## config.mk

```make
export PLATFORM = sky130hd
export DESIGN_NAME = pinky_inst_encoder
export DESIGN_NICKNAME = d
export VERILOG_FILES = /design/src/rtl/pinky_inst_encoder.sv
export SDC_FILE = /design/constraint.sdc
export NUM_CORES = 1
export LEC_CHECK = 0
export ABC_AREA = 1
export CAP_MARGIN = 20
export CORE_ASPECT_RATIO = 2
export CORE_MARGIN = 1
export CORE_UTILIZATION = 55
export CTS_CLUSTER_SIZE = 10
export DETAILED_ROUTE_END_ITERATION = 6
export PLACE_DENSITY = 0.86
export SLEW_MARGIN = 15
export SYNTH_ARGS = -nofsm -noshare
export SYNTH_HDL_FRONTEND = slang
export SYNTH_SLANG_ARGS = --single-unit
```

## constraint.sdc

```tcl
create_clock -name clk -period 3.5 [get_ports clk]
set_input_delay 0.7 -clock clk [delete_from_list [all_inputs] [get_ports clk]]
set_output_delay 0.7 -clock clk [all_outputs]
set_load 0.05 [all_outputs]
```

## src/rtl/pinky_inst_encoder.sv

```systemverilog
// Streaming PinKY instruction encoder: turns decoded fields into 16-bit instruction words,
// prefixing a PRE word whenever the immediate does not fit the 4-bit sign-extended op2 field.
module pinky_inst_encoder #(
    parameter int COUNT_W = 16
) (
    input  logic               clk,
    input  logic               reset,
    input  logic               in_valid,
    output logic               in_ready,
    input  logic [4:0]         in_opcode,
    input  logic [1:0]         in_cc,
    input  logic               in_imm,
    input  logic [3:0]         in_dest,
    input  logic [15:0]        in_op2,
    output logic               out_valid,
    input  logic               out_ready,
    output logic [15:0]        out_word,
    output logic               out_is_pre,
    output logic               halted,
    output logic               err_illegal,
    output logic [COUNT_W-1:0] inst_count,
    output logic [COUNT_W-1:0] word_count
);

    localparam logic [4:0] OP_SYS = 5'b10011;
    localparam logic [4:0] OP_MAX = 5'b10100;

    typedef enum logic [1:0] {IDLE, PRE_OUT, INST_OUT, HALT} state_t;

    state_t             state_reg;
    logic               out_valid_reg;
    logic               out_is_pre_reg;
    logic               halted_reg;
    logic               err_reg;
    logic [15:0]        word_reg;
    logic [15:0]        held_reg;
    logic [COUNT_W-1:0] inst_cnt_reg;
    logic [COUNT_W-1:0] word_cnt_reg;

    logic        legal;
    logic        short_imm;
    logic        long_imm;
    logic        accept;
    logic        handoff;
    logic        word_is_sys;
    logic [15:0] inst_word;
    logic [15:0] pre_word;

    // An immediate fits when bits [15:3] are all copies of the sign bit.
    assign legal       = (in_opcode <= OP_MAX);
    assign short_imm   = (&in_op2[15:3]) | ~(|in_op2[15:3]);
    assign long_imm    = in_imm & ~short_imm;
    assign inst_word   = {in_opcode, in_cc, in_imm, in_dest, in_op2[3:0]};
    assign pre_word    = {4'b1100, in_op2[15:4]};
    assign word_is_sys = (word_reg[15:11] == OP_SYS);
    assign handoff     = out_valid_reg & out_ready;

    // Accepting while the current instruction word leaves gives one word per cycle.
    assign in_ready = reset && ((state_reg == IDLE) ||
                                ((state_reg == INST_OUT) && out_ready && !word_is_sys));
    assign accept   = in_valid & in_ready;

    always_ff @(posedge clk or negedge reset) begin
        if (!reset) begin
            state_reg      <= IDLE;
            out_valid_reg  <= 1'b0;
            out_is_pre_reg <= 1'b0;
            halted_reg     <= 1'b0;
            err_reg        <= 1'b0;
            word_reg       <= 16'h0000;
            held_reg       <= 16'h0000;
            inst_cnt_reg   <= '0;
            word_cnt_reg   <= '0;
        end else begin
            if (handoff) begin
                word_cnt_reg <= word_cnt_reg + COUNT_W'(1);
            end

            if (accept) begin
                if (!legal) begin
                    err_reg       <= 1'b1;
                    state_reg     <= IDLE;
                    out_valid_reg <= 1'b0;
                end else begin
                    inst_cnt_reg  <= inst_cnt_reg + COUNT_W'(1);
                    out_valid_reg <= 1'b1;
                    if (long_imm) begin
                        state_reg      <= PRE_OUT;
                        word_reg       <= pre_word;
                        held_reg       <= inst_word;
                        out_is_pre_reg <= 1'b1;
                    end else begin
                        state_reg      <= INST_OUT;
                        word_reg       <= inst_word;
                        out_is_pre_reg <= 1'b0;
                    end
                end
            end else begin
                case (state_reg)
                    PRE_OUT: begin
                        if (out_ready) begin
                            state_reg      <= INST_OUT;
                            word_reg       <= held_reg;
                            out_is_pre_reg <= 1'b0;
                        end
                    end
                    INST_OUT: begin
                        if (out_ready) begin
                            out_valid_reg <= 1'b0;
                            if (word_is_sys) begin
                                state_reg  <= HALT;
                                halted_reg <= 1'b1;
                            end else begin
                                state_reg <= IDLE;
                            end
                        end
                    end
                    default: begin
                    end
                endcase
            end
        end
    end

    assign out_valid   = out_valid_reg;
    assign out_word    = word_reg;
    assign out_is_pre  = out_is_pre_reg;
    assign halted      = halted_reg;
    assign err_illegal = err_reg;
    assign inst_count  = inst_cnt_reg;
    assign word_count  = word_cnt_reg;

endmodule

```

Word level (Yosys, flattened, before mapping)
Index checks and enable logic that the tools add are counted.

word-level totals
  bits in registers = 70
  input bits = 32
  word-level logic and storage cells = 65

operators by class
  add/sub/neg operators = 2
  magnitude comparators = 1
  equality and inequality tests = 6
  muxes and demuxes = 20
  bitwise logic cells = 8
  reduce and logical (&&, ||, !) cells = 19

operators with widths
  cell                                                  count
  two-way mux 16 bit                                    5
  adder 16 x 1 -> 16 bit (second input constant)        2
  AND reduction 13 bit                                  1
  OR reduction 13 bit                                   1
  two-way mux 2 bit                                     6
  AND reduction 3 bit                                   3
  two-way mux 1 bit                                     8
  inequality test 3 bit (second input constant)         2
  AND reduction 2 bit                                   3
  nonzero test 2 bit                                    3
  equality test 5 bit (second input constant)           1
  <= comparator 5 bit (second input constant)           1
  inverter 1 bit                                        4
  one-hot mux 2 bit (2 select lines)                    1
  AND reduction 4 bit                                   1
  AND 1 bit                                             3
  logical AND 1 bit                                     3
  nonzero test 3 bit                                    1
  equality test 2 x 1 -> 1 bit (second input constant)  1
  equality test 2 bit (second input constant)           1
  zero test 2 bit                                       1
  inequality test 2 bit (second input constant)         1
  zero test 1 bit                                       1
  logical OR 1 bit                                      1
  OR 1 bit                                              1

Longest topological paths before layout
  depth after elaboration = 8
  gate-level depth with buffers = 13
  gate-level depth less buffers = 12

Worst setup path before layout
OpenSTA, ideal clock, no wires.

  path kind = input to output
  from = input port out_ready
  to = output port in_ready
  arrival time = 1.324 ns
  data required time = 2.800 ns
  path slack = 1.476 ns
  cell stages on the path = 6
  path through = inv_2 > nor2_4 > nand2_2 > nand2_4 > nand2_1 > inv_1

between the ends
  longest elaborated chain between the ends = 4

RTL lines
  item                             RTL line  source
  start: declaration               16        input logic out_ready,
  logical AND 1 bit (2 in series)  60        ((state_reg == INST_OUT) && out_ready && !word_is_sys));
  logical OR 1 bit                 59        assign in_ready = reset && ((state_reg == IDLE) ||
  logical AND 1 bit                59
  end: declaration                 9         output logic in_ready,

No other way between the ends.

Worst setup path in the final report
Ends and elaborated chain as after synthesis.

==> qor.yml <==
drv_slew: 0
crit_slowest_cell: "clkdlybuf4s50_1"
fin_tns_setup_ns: 0
fin_skew_ns: 0.00678
grt_pass1_wl_um: 15600
seq_area_frac_synth: 0.463
crit_fanout: 3
status: "finished, final reports clean"
syn_area_per_cell_um2: 7.74
place_congestion: 0.858
core-area_um2: 6620
cts_buffers: 9
synth_nets: 523
report.final.hold_viol_count: 0
nFillCells: 535
clockRootBuffer: "clkbuf_16"
powerDensity_nw_per_um2: 816
port-buffer-count: 84
rsz0062_at_grt: "false"
yosys_register_bits: 70
cts_resized: 0
startpoint_type: "input port"
track_usage: 0.293
fin_nets: 606
grt_max_degree: 64
cp.buffers_inverters: 4
max_stage_delay_ns: 0.53
setup_violations: 0
cts.sinks: 70
yosysWarnings: 0
syn_to_final_growth_pct: 29.4
leakage_nw: 2.51
fin_ws_ns: 0.901
relSlewSlack: 0.472
wirelength_um: 9460
fmax_mhz: 385
cp_top_family: "buffers and inverters"
maxCapViolations: 0
io_pins: 85
h-tree-depth: 3
clock_latency_ns: 0.34
place_inst: 649
tritoncts: "built"
tightest_slew_ns: 0.791
route.detailed.drc: 0
antenna_found_initial: 1
drive_above_1_share: 0.0745
routedWlPerCell_um: 14.2
ir_worst_vdd_mv: 0.596
dp_hpwl_um: 7070
synthDistinctLibCells: 33
worstHoldPathType: "input port to async pin"
mostFrequentLayoutCells: "nand2_1, clkdlybuf4s50_1, dfrtp_1"
fin_crit_sh: 0.743
final_util: 0.740
total_power_mw: 4.00
fin_crit_ns: 2.60
ant_nets: 0
endpoint_kind: "output pin"
rows: 42
ctsHoldBuffers: 0
start_util: 0.571
die_w_um: 60.7
dpl_worst_slack_ns: 0.651
dieArea_um2: 7240
crit_chain: "clkdlybuf4s50_1 -> inv_2 -> nor2_4 -> nand2_2 -> nand2_4 -> nand2_1 -> inv_1 -> buf_4"
clkTransAtPathRegs_ns: 0.06
vias: 3419
mostFrequentLayoutCell: "nand2_1"
stdcell_count: 666
grt-ovfl-total: 0
path_class: "input port to output pin"
cts_setup_buffers: 0
synth_cells: 489
ctsLongestPathBuffers: 2
drt_iter0_drc: 183
viasPerCell: 5.13
cp.arrival_ns: 1.90
die_h_um: 119
synth_area_um2: 3780
grt_pass1_vias: 3411
cp.required_ns: 2.80
dr.pass1.iters: 4
worst paths after layout:
| kind | cells past startpoint | from | to | slack [ns] |
|---|---|---|---|---|
| worst max-delay path | 8 | out_ready | in_ready | 0.90 |
| min in group clk | 2 | held_reg[8]$_DFFE_PN0P_ | held_reg[8]$_DFFE_PN0P_ | 0.45 |
| worst max register to register | 12 | out_word[11]$_DFFE_PN0P_ | out_word[2]$_DFFE_PN0P_ | 1.41 |
| worst min register to register | 2 | held_reg[8]$_DFFE_PN0P_ | held_reg[8]$_DFFE_PN0P_ | 0.45 |
| max in group asynchronous | 2 | reset | held_reg[4]$_DFFE_PN0P_ | 2.23 |
| worst min-delay path | 1 | reset | out_valid$_DFFE_PN0P_ | 0.21 |
synthesized netlist by cell type, drive strengths merged:
library cell / n / area [µm²]
nor2: 28 / 123
o21ai: 24 / 131
xnor2: 10 / 87.6
ha: 2 / 25.0
clkinv: 1 / 5.00
clkbuf: 3 / 11.3
inv: 65 / 246
nand4: 15 / 93.8
nand3b: 2 / 18.8
o31ai: 1 / 7.51
a21oi: 2 / 10.0
xor2: 19 / 166
nand3: 28 / 158
buf: 12 / 113
dfrtp: 70 / 1750
nand2: 196 / 773
o21bai: 1 / 7.51
nor3: 10 / 55.1
power by group:
group	internal [mW]	switching (mW)
logic	0.612	1.24
registers	1.09	0.232
clock network	0.495	0.325
total	2.20	1.80
through the flow:
stage	hold WS (ns)	cell area, µm²
finish	0.213	4900
global route	0.225	4900
CTS	0.214	4890
detailed placement	0.443	4630
global placement	0.437	4630
floorplan	0.404	3780
worst reg2reg max path, cell delays in order, from the launching register on:
cell      delay, ns
dfrtp_1        0.40
nand2_1        0.07
nor2_1         0.04
nand2_1        0.15
nand2_2        0.10
nand2_4        0.08
nand3_4        0.23
clkinv_2       0.30
nand2_2        0.12
nand2_4        0.22
inv_4          0.12
nand2_1        0.10
nand2_1        0.05
kinds of logic after synthesis:
logic type                 synth area share
and+or+nand+nor                       0.323
DFF                                   0.463
xor gates and xnor gates             0.0671
buffers and inverters                0.0992
AOI/OAI and AO/OA                    0.0413
adders and majority gates           0.00661
layer usage:
metal	vias up	global-route usage	share of wire
met4	0	0.192	0.055
met3	37	0.0684	0.048
met5	-	0	0
li1	1674	-	-
met2	117	0.505	0.54
met1	1591	0.296	0.36
layout make-up:
type                            count  area (µm²)  area share
Sequential cell                    70        1750       0.358
Clock inverter                      4        22.5     0.00460
Timing Repair Buffer               87         856       0.175
Inverter                           66         251      0.0514
Clock buffer                       12         246      0.0503
Antenna cell                        1        2.50    0.000511
Tap cell                           88         110      0.0225
Multi-Input combinational cell    338        1660       0.338
Power figures use the tool's default switching activity.
